File: src/rtl/dm_arb_pkg.sv
// Shared types and helpers for the two-requester data-memory arbiter.
package dm_arb_pkg;

    typedef enum logic {
        IDLE = 1'b0,
        RESP = 1'b1
    } state_t;

    localparam int DEFAULT_ADDR_BITS = 10;

    // Word-aligned and inside the memory window.
    function automatic logic addr_legal(input logic [31:0] addr, input int abits);
        return (addr[1:0] == 2'b00) && ((addr >> abits) == 32'd0);
    endfunction

endpackage

File: src/rtl/rr_arb2.sv
// Two-way round-robin picker: prio names the favoured requester on contention.
module rr_arb2 (
    input  logic [1:0] req,
    input  logic       prio,
    output logic [1:0] grant,
    output logic       winner
);

    always_comb begin
        winner = 1'b0;
        case (req)
            2'b01:   winner = 1'b0;
            2'b10:   winner = 1'b1;
            2'b11:   winner = prio;
            default: winner = 1'b0;
        endcase
        grant = (req == 2'b00) ? 2'b00 : (winner ? 2'b10 : 2'b01);
    end

endmodule

File: src/rtl/dm_arbiter.sv
// Shares one registered-read data memory between two requesters,
// one access every two cycles, with address legality checking.
module dm_arbiter
    import dm_arb_pkg::*;
#(
    parameter int ADDR_BITS = DEFAULT_ADDR_BITS
) (
    input  logic        clk,
    input  logic        rst,
    input  logic        m0_req,
    input  logic        m0_we,
    input  logic [31:0] m0_addr,
    input  logic [31:0] m0_wdata,
    output logic        m0_ack,
    output logic [31:0] m0_rdata,
    output logic        m0_err,
    input  logic        m1_req,
    input  logic        m1_we,
    input  logic [31:0] m1_addr,
    input  logic [31:0] m1_wdata,
    output logic        m1_ack,
    output logic [31:0] m1_rdata,
    output logic        m1_err,
    output logic        mem_wr,
    output logic [31:0] mem_addr,
    output logic [31:0] mem_din,
    input  logic [31:0] mem_dout
);

    state_t      state, state_next;
    logic        prio;
    logic        win_q, rd_q, err_q;
    logic [1:0]  grant;
    logic        winner;
    logic        any_req;
    logic        sel_we;
    logic [31:0] sel_addr, sel_wdata;
    logic        sel_legal;

    assign any_req = m0_req | m1_req;

    rr_arb2 u_pick (
        .req    ({m1_req, m0_req}),
        .prio   (prio),
        .grant  (grant),
        .winner (winner)
    );

    assign sel_we    = grant[1] ? m1_we    : m0_we;
    assign sel_addr  = grant[1] ? m1_addr  : m0_addr;
    assign sel_wdata = grant[1] ? m1_wdata : m0_wdata;
    assign sel_legal = addr_legal(sel_addr, ADDR_BITS);

    always_ff @(posedge clk or posedge rst) begin
        if (rst) state <= IDLE;
        else     state <= state_next;
    end

    always_comb begin
        state_next = IDLE;
        case (state)
            IDLE:    state_next = any_req ? RESP : IDLE;
            RESP:    state_next = IDLE;
            default: state_next = IDLE;
        endcase
    end

    // Capture everything RESP needs so requester inputs are ignored there.
    always_ff @(posedge clk or posedge rst) begin
        if (rst) begin
            prio  <= 1'b0;
            win_q <= 1'b0;
            rd_q  <= 1'b0;
            err_q <= 1'b0;
        end else if (state == IDLE && any_req) begin
            prio  <= ~winner;
            win_q <= winner;
            rd_q  <= sel_legal & ~sel_we;
            err_q <= ~sel_legal;
        end
    end

    always_comb begin
        mem_wr   = 1'b0;
        mem_addr = 32'd0;
        mem_din  = 32'd0;
        m0_ack   = 1'b0;
        m0_err   = 1'b0;
        m0_rdata = 32'd0;
        m1_ack   = 1'b0;
        m1_err   = 1'b0;
        m1_rdata = 32'd0;
        if (!rst) begin
            case (state)
                IDLE: begin
                    if (any_req && sel_legal) begin
                        mem_wr   = sel_we;
                        mem_addr = sel_addr;
                        mem_din  = sel_we ? sel_wdata : 32'd0;
                    end
                end
                RESP: begin
                    if (win_q) begin
                        m1_ack   = 1'b1;
                        m1_err   = err_q;
                        m1_rdata = rd_q ? mem_dout : 32'd0;
                    end else begin
                        m0_ack   = 1'b1;
                        m0_err   = err_q;
                        m0_rdata = rd_q ? mem_dout : 32'd0;
                    end
                end
                default: ;
            endcase
        end
    end

endmodule

File: config.mk
export PLATFORM = sky130hd
export DESIGN_NAME = dm_arbiter
export DESIGN_NICKNAME = d
export VERILOG_FILES = /design/src/rtl/dm_arb_pkg.sv /design/src/rtl/rr_arb2.sv /design/src/rtl/dm_arbiter.sv
export SDC_FILE = /design/constraint.sdc
export NUM_CORES = 1
export LEC_CHECK = 0
export CORE_AREA = 2 2 116 118
export CTS_BUF_LIST = sky130_fd_sc_hd__clkbuf_4 sky130_fd_sc_hd__clkbuf_8
export CTS_CLUSTER_SIZE = 25
export DETAILED_ROUTE_END_ITERATION = 8
export DIE_AREA = 0 0 118 120
export DONT_BUFFER_PORTS = 1
export PLACE_DENSITY_LB_ADDON = 0.15
export REMOVE_ABC_BUFFERS = 1
export SLEW_MARGIN = 20
export SYNTH_ARGS = -nofsm -noshare
export SYNTH_HDL_FRONTEND = slang
export SYNTH_HIERARCHICAL = 1
export SYNTH_SLANG_ARGS = --single-unit
File: constraint.sdc
create_clock -name clk -period 4.46 [get_ports clk]
set_clock_uncertainty 0.2 [all_clocks]
set_input_delay 0.223 -clock clk [delete_from_list [all_inputs] [get_ports clk]]
set_output_delay 0.223 -clock clk [all_outputs]
set_load 0.02 [all_outputs]
==> results by group, run 1 <==
Floorplan
  • DIE AREA: 14200 µm²
  • I/O pin total: 299
  • Die X: 118 µm
  • FP Rows: 42
  • Core area: 13000 µm²
  • Initial core utilization: 14.8%
  • Die Ht: 120 µm

Pwr
  • PwrDens: 134 nW/µm²
  • Total power: 0.300 mW
  • Lkg Pwr: 0.700 nW
  • Max IR drop VDD: 0.0000688 V

Clock network
  • Post-CTS setup buffers: 0
  • Post-CTS sizing: 0
  • # clock sinks: 5
  • Clock-pin slew on the worst setup and hold paths: 0.04 ns
  • Clk buf depth: 2
  • CTS H-Tree Depth: 1
  • CTS Root Cell: clkbuf_8
  • Clock latency on the worst-skew pair: 0.22 ns
  • Num CTS Buffers: 3
  • CTS tree: yes

Layout
  • Share of layout cells above drive strength 1: 25.9%
  • Area of the multi-input gates: 1580 µm²
  • Fill cell count: 1450
  • Ant diodes: 0
  • Reg area: 126 µm²
  • Most frequent cells in the layout: nor2_1, mux2i_1, nand2_1, nor4_2, buf_4
  • Post-route cell area: 2240 µm²
  • Fin util: 17.3%
  • Most common cell after layout, fill and taps aside: nor2_1
  • Area growth from synthesis to layout: 16.4%
  • Nets: 453

Worst setup path
  • Critical Path RT: 4.04 ns
  • Crit path DAT: 3.28 ns
  • Cell chain of the critical path: inv_1 > a21boi_4 > buf_4 > nor4b_1 > a22o_1 > o2111ai_4 > buf_4 > nor4_2
  • Slowest CP cell: nor4_2
  • WS Path Type: register to output port
  • CP peak stage delay: 0.60 ns
  • Crit-path max FO: 36
  • Critical path startpoint category: register
  • Crit path top cell by count: buf_4
  • CP endpoint kind: output port

STA
  • Final period util: 82.9%
  • RSZ-0062 raised after global routing: false
  • Tmin final: 3.70 ns
  • Hold slack final: 0.0181 ns
  • FMAX: 270 MHz
  • Worst-margin pin slew: 1.01 ns
  • Slew Viols, Final: 0
  • Worst slew margin relative to its limit: 31.1%
  • Final hold violations: 0
  • Setup Viol. Count Final: 0

Placed design
  • Dpl cell area: 2170 µm²
  • HPWL after DPL: 7150 µm
  • Routability cong.: 0.820
  • PortBufs: 0

Hold path
  • Worst hold path class: input port to register

Route
  • DRC: 0
  • Wire length per cell: 18.0 µm
  • Post-route ant nets: 0
  • DRT iter0 DRCs: 50
  • Pre-antenna DRT Iters: 4
  • Avg Vias per Cell: 4.44
  • Post-Route WL: 8320 µm
  • Vias after detailed routing: 2050

Global route
  • Global route overflow: 0
  • Total GRT Usage: 10.2%
  • Largest net degree at the start of global routing: 43
  • Number of global-route vias before repair: 1833
  • Initial antenna violation count: 0
  • First-pass GRT wire length: 10900 µm

Logic synthesis
  • Yosys Warn Count: 6
  • Syn_area_per_cell: 6.90 µm²
  • Cell Area, Synth: 1920 µm²
  • Post-synthesis instance total: 279

Outcome
  • Status: finished, final reports clean

Run
  • Maxcap violations: 0
## repair_timing
| item | 4_1_cts | 5_1_grt |
|---|---|---|
| endpoints found under the setup margin | 0 | 0 |
| endpoints found under the hold margin | 5 | 0 |
| hold buffers | 1 | 0 |
## worst paths after layout
path / from / end / slack [ns] / cells past startpoint
worst max-delay path: prio / mem_din[29] / 0.76 / 8
worst max register to register: prio / err_q / 1.88 / 7
worst min register to register: prio / prio / 0.29 / 2
min in group asynchronous: rst / state / 0.19 / 2
worst min-delay path: m0_req / win_q / 0.02 / 3
max in group asynchronous: rst / rd_q / 3.70 / 2
## sequential cells by signal, indices dropped and copies added, names as in the netlist
| name | cells |
|---|---|
| state | 1 |
| prio | 1 |
| win_q | 1 |
| rd_q | 1 |
| err_q | 1 |
## metrics by stage
stage               instances  setup TNS (ns)  setup slack, ns
floorplan                 250          -94.38            -2.68
global placement          456               0             1.06
detailed placement        457               0            0.953
CTS                       462               0            0.719
global route              462               0            0.471
finish                    462               0            0.762
## worst max-delay path, delay by kind of cell, from the launching register on
kind | cells | cell delay (ns)
buffers and inverters | 3 | 0.89
AND/OR/NAND/NOR | 2 | 0.91
flip-flops | 1 | 0.34
AO/OA/AOI/OAI | 3 | 0.88
## routing by layer
metal	GRT usage (%)	share of wire, %	vias to the layer above
met3	1.38	7.0	6
met2	20.5	54	180
met5	0	0	-
li1	-	-	934
met4	1.43	0.70	0
met1	11.6	38	930
## report_power, final
part	switching (mW)	internal, mW	total [mW]
logic	0.105	0.0479	0.153
clock network	0.0251	0.0677	0.0928
registers	0.00335	0.0504	0.0537
## area by class of cell
class / instances / share of cell area (%)
well taps: 176 / 9.83
inverters: 6 / 1.01
clock buffers: 4 / 2.18
repair buffers: 32 / 11.0
flip-flops and latches: 5 / 5.64
multi-input cells: 239 / 70.3
Power figures use the tool's default switching activity.
==> inputs of run 2 (changes only) <==
--- a/config.mk
+++ b/config.mk
@@ -5,11 +5,12 @@
 export SDC_FILE = /design/constraint.sdc
 export NUM_CORES = 1
 export LEC_CHECK = 0
-export CORE_AREA = 2 2 116 118
+export ABC_AREA = 1
+export CORE_AREA = 2 2 115 117
 export CTS_BUF_LIST = sky130_fd_sc_hd__clkbuf_4 sky130_fd_sc_hd__clkbuf_8
 export CTS_CLUSTER_SIZE = 25
 export DETAILED_ROUTE_END_ITERATION = 8
-export DIE_AREA = 0 0 118 120
+export DIE_AREA = 0 0 117 119
 export DONT_BUFFER_PORTS = 1
 export PLACE_DENSITY_LB_ADDON = 0.15
 export REMOVE_ABC_BUFFERS = 1
==> constraint.sdc (replaced) <==
create_clock -name clk -period 3.1 [get_ports clk]
set_clock_uncertainty 0.2 [all_clocks]
set_input_delay 0.155 -clock clk [delete_from_list [all_inputs] [get_ports clk]]
set_output_delay 0.155 -clock clk [all_outputs]
set_load 0.02 [all_outputs]
==> results by group, run 2 <==
Outcome
  • Status: finished, violations left
  • Violated checks: negative hold slack

Pwr
  • Max IR drop VDD: 0.0000761 V
  • PwrDens: 179 nW/µm²
  • Lkg Pwr: 1.18 nW

Clock network
  • Clk buf depth: 2
  • # clock sinks: 5
  • CTS Root Cell: clkbuf_8
  • CTS H-Tree Depth: 1
  • Clock-pin slew on the worst setup and hold paths: 0.04 ns
  • Num CTS Buffers: 3
  • CTS tree: yes
  • Clock latency on the worst-skew pair: 0.22 ns

Layout
  • Area growth from synthesis to layout: 26.0%
  • Nets: 578
  • Fill cell count: 1521
  • Area of the multi-input gates: 1530 µm²
  • Fin util: 19.6%
  • Non-Filler Instances: 588
  • Share of layout cells above drive strength 1: 24.8%
  • Most frequent cells in the layout: nand2_1, nor2_1, buf_4, inv_1, mux2i_1
  • Reg area: 126 µm²
  • Most common cell after layout, fill and taps aside: nand2_1
  • Post-route cell area: 2520 µm²

Hold path
  • Hold path cells: 3
  • Hold EP: rd_q
  • Worst hold path class: input port to register
  • Hold Startpoint: m0_we

Floorplan
  • Die X: 117 µm
  • I/O pin total: 299
  • Die Ht: 119 µm
  • FP Rows: 42
  • Core area: 12900 µm²
  • Initial core utilization: 15.6%
  • DIE AREA: 13900 µm²

STA
  • Setup TNS: 0 ns
  • Tmin final: 2.82 ns
  • Worst slew margin relative to its limit: 36.9%
  • Slew Viols, Final: 0
  • FMAX: 354 MHz
  • RSZ-0062 raised after global routing: false
  • Hold slack final: -0.0147 ns
  • Final period util: 91.1%
  • Worst-margin pin slew: 0.945 ns
  • Final hold violations: 1
  • Setup Viol. Count Final: 0

Route
  • Vias after detailed routing: 2346
  • Post-Route WL: 8650 µm
  • DRC: 0
  • Avg Vias per Cell: 3.99
  • Post-route ant nets: 0
  • DRT iter0 DRCs: 51
  • Pre-antenna DRT Iters: 4
  • Wire length per cell: 14.7 µm

Global route
  • First-pass GRT wire length: 11600 µm
  • Total GRT Usage: 11.0%
  • Largest net degree at the start of global routing: 34
  • Global route overflow: 0
  • Initial antenna violation count: 1
  • Number of global-route vias before repair: 2178

Worst setup path
  • Worst r2r dst: rd_q
  • Critical path startpoint category: register
  • CP endpoint kind: output port
  • FF-to-FF Start: prio
  • Crit-path max FO: 18
  • Reg-to-reg slack, setup: 0.97 ns
  • WS Path Type: register to output port
  • Worst R2R Path Depth: 9
  • Crit path DAT: 2.47 ns
  • Critical Path RT: 2.74 ns

Placed design
  • Routability cong.: 0.769
  • HPWL after DPL: 7820 µm
  • Placed Instances: 577
  • PortBufs: 0
  • Dpl cell area: 2410 µm²

Logic synthesis
  • Syn_area_per_cell: 5.36 µm²
  • Yosys Warn Count: 6
  • Cell Area, Synth: 2000 µm²
  • Post-synthesis instance total: 374

Run
  • Maxcap violations: 0
## run 2: power breakdown
part / internal, mW / switching (mW) / leakage [nW] / total (mW)
clock network: 0.0971 / 0.0337 / 0.0262 / 0.131
logic: 0.0792 / 0.167 / 1.09 / 0.246
registers: 0.0724 / 0.00278 / 0.0575 / 0.0751
total: 0.249 / 0.204 / 1.18 / 0.452
## run 2: worst max-delay path by stage
stage / from / endpoint / slack [ns] / depth (start not counted)
after floorplan: prio / mem_din[0] / -1.08 / 10
after global placement: prio / mem_din[1] / 0.21 / 10
after detailed placement: prio / mem_din[0] / 0.18 / 10
after CTS: prio / mem_din[31] / 0.0009 / 10
after global routing: prio / mem_din[0] / 0.003 / 13
final: prio / mem_din[31] / 0.28 / 10
## run 2: cell type report
class / count / share of cell area (%)
diodes: 1 / 0.0991
clock buffers: 4 / 1.93
inverters: 35 / 5.30
multi-input cells: 310 / 60.8
flip-flops and latches: 5 / 5.00
well taps: 176 / 8.72
repair buffers: 57 / 18.2
## run 2: critical path, cell delays in order, from the launching register on
cell and delay, ns:
dfrtp_1 0.34, nand3_1 0.14, nand2_4 0.18, buf_6 0.22
mux2i_2 0.29, nand3_1 0.13, nor2_2 0.22, nand4_4 0.22
buf_12 0.23, nor2_1 0.10, buf_4 0.15
## run 2: per-stage QoR
step	total power [mW]	setup WS [ns]
2_1_floorplan	0.277	-1.08
3_3_place_gp	0.322	0.210
3_5_place_dp	0.322	0.176
4_1_cts	0.458	0.000880
5_1_grt	0.498	0.00322
6_report	0.452	0.276
## run 2: layer usage
layer  wire, µm  global-route usage, %
met5          0                      0
met3        694                   1.42
met4        106                   2.28
met2       5170                   25.1
met1       2680                   9.41
## run 2: timing repair
item                                    4_1_cts  5_1_grt
endpoints found under the hold margin         5        0
buffers inserted                              0        5
hold buffers                                  1        0
gates resized for setup                       1        3
pin swaps                                     0        1
endpoints found under the setup margin       26       28
==> inputs of run 3 (changes only) <==
==> constraint.sdc (replaced) <==
create_clock -name clk -period 2.78 [get_ports clk]
set_clock_uncertainty 0.2 [all_clocks]
set_input_delay 0.139 -clock clk [delete_from_list [all_inputs] [get_ports clk]]
set_output_delay 0.139 -clock clk [all_outputs]
set_load 0.02 [all_outputs]
==> results by group, run 3 (synthesis gave the netlist of run 2 again) <==
STA
  • Final hold violations: 0
  • Final period util: 96.9%
  • FMAX: 371 MHz
  • Setup Viol. Count Final: 0
  • Setup TNS: 0 ns
  • Worst slew margin relative to its limit: 34.9%
  • Tmin final: 2.69 ns
  • Worst-margin pin slew: 0.975 ns
  • RSZ-0062 raised after global routing: true
  • Hold slack final: 0.0267 ns
  • Slew Viols, Final: 0

Clock network
  • CTS tree: yes
  • CTS H-Tree Depth: 1
  • Clk buf depth: 2
  • Num CTS Buffers: 3
  • CTS Root Cell: clkbuf_8
  • # clock sinks: 5
  • Clock latency on the worst-skew pair: 0.22 ns
  • Clock-pin slew on the worst setup and hold paths: 0.04 ns

Floorplan
  • Die Ht: 119 µm
  • FP Rows: 42
  • Die X: 117 µm
  • DIE AREA: 13900 µm²
  • I/O pin total: 299
  • Initial core utilization: 15.6%
  • Core area: 12900 µm²

Route
  • Post-route ant nets: 0
  • Pre-antenna DRT Iters: 4
  • DRC: 0
  • Post-Route WL: 9560 µm
  • Avg Vias per Cell: 3.94
  • Wire length per cell: 14.5 µm
  • Vias after detailed routing: 2606
  • DRT iter0 DRCs: 52

Global route
  • Met3 Use GR: 1.68%
  • GR peak layer: met2
  • Initial antenna violation count: 0
  • Met2 usage: 26.3%
  • Grt met1 use: 11.0%
  • Number of global-route vias before repair: 2343
  • Global route overflow: 0
  • First-pass GRT wire length: 12500 µm
  • Largest net degree at the start of global routing: 34
  • Total GRT Usage: 11.8%

Layout
  • Reg area: 125 µm²
  • Share of layout cells above drive strength 1: 36.5%
  • Fill cell count: 1475
  • Most common cell after layout, fill and taps aside: nand2_1
  • Area growth from synthesis to layout: 65.0%
  • Most frequent cells in the layout: nand2_1, buf_4, nor2_1, inv_1, mux2i_1
  • Area of the multi-input gates: 1600 µm²
  • Ant diodes: 0
  • Nets: 652

Worst setup path
  • Critical path startpoint category: register
  • Reg-to-reg slack, setup: 0.73 ns
  • Cell chain of the critical path: nand3_4 > nand2_8 > buf_6 > or2_2 > o21ai_0 > nand3_1 > nor2_4 > nand4_4 > buf_12 > clkbuf_16 > nor2_2 > buf_6
  • Critical Path RT: 2.44 ns
  • WS Path Type: register to output port
  • CP endpoint kind: output port
  • FF-to-FF Start: prio
  • Crit path top cell by count: buf_6
  • Crit-path max FO: 7
  • Crit. Startpoint: prio
  • CP Buf/Inv Count: 4
  • Crit path DAT: 2.36 ns
  • Slowest CP cell: dfrtp_1
  • Crit path max-delay family: simple AND/OR/NAND/NOR gates
  • CP peak stage delay: 0.40 ns
  • Worst R2R Path Depth: 10
  • Worst r2r dst: rd_q

Hold path
  • Hold EP: prio
  • Hold Startpoint: m0_req
  • Hold path cells: 3
  • Worst hold path class: input port to register

Placed design
  • HPWL after DPL: 8170 µm
  • PortBufs: 0
  • Routability cong.: 0.804

Pwr
  • Lkg Pwr: 1.65 nW
  • Max IR drop VDD: 0.000135 V
  • PwrDens: 163 nW/µm²

Outcome
  • Status: finished, final reports clean

Run
  • Maxcap violations: 0
run 3: cell count changes in the layout (fill, tap and decap cells not counted), sizes merged:
cell / before / now
clkinv: 0 / 1
buf: 56 / 125
diode: 1 / 0
clkbuf: 4 / 7
dlygate4sd3: 1 / 2
run 3: worst max-delay path by stage:
stage	end	slack, ns	cells after the start
floorplan	mem_din[0]	-1.39	10
global placement	mem_din[25]	0.06	10
detailed placement	mem_din[2]	0.02	10
CTS	mem_addr[9]	-0.0006	10
global route	mem_din[5]	-0.02	12
finish	mem_din[25]	0.09	12
run 3: worst register-to-register path, cell delays in order (launching register included):
cell and delay [ns]:
dfrtp_1 0.40, nand3_4 0.10, nand2_8 0.10, buf_6 0.15, or2_2 0.28, o21ai_0 0.07
nand3_1 0.16, nor2_4 0.21, and2_1 0.20, nand2_1 0.06, nand2_1 0.06
run 3: what timing repair did:
item	CTS	global route
hold buffers	2	0
gates cloned	0	5
hold endpoints to repair	6	0
setup buffers	3	4
pin swaps	2	3
setup endpoints to repair	41	41
gates resized for setup	4	28
run 3: area by class of cell:
class | instances | area share [%]
Multi-Input combinational cell | 310 | 48.4
Inverter | 35 | 4.12
Clock inverter | 1 | 0.151
Timing Repair Buffer | 131 | 35.6
Sequential cell | 5 | 3.78
Tap cell | 176 | 6.66
Clock buffer | 3 | 1.25
run 3: through the flow:
step / utilization [%] / worst slack, ns / cells / area, µm² / total power [mW]
after floorplan: - / -1.39 / 350 / 1770 / 0.309
final: 25.7 / 0.0852 / 661 / 3310 / 0.540
after detailed placement: 22.7 / 0.0232 / 643 / 2920 / 0.370
after CTS: 23.5 / -0.000557 / 652 / 3020 / 0.518
after global placement: 22.7 / 0.0615 / 643 / 2920 / 0.369
after global routing: 25.7 / -0.0172 / 661 / 3310 / 0.589
run 3: where the power goes:
part	switching, mW	internal, mW
Clock	0.0383	0.0965
Sequential	0.00460	0.0806
Combinational	0.205	0.116
Total	0.248	0.293
run 3: routing by layer:
layer / vias to the layer above / wire length [µm]
met4: 0 / 68
met5: - / 0
met2: 177 / 5580
met3: 2 / 776
met1: 1124 / 3140
li1: 1303 / -
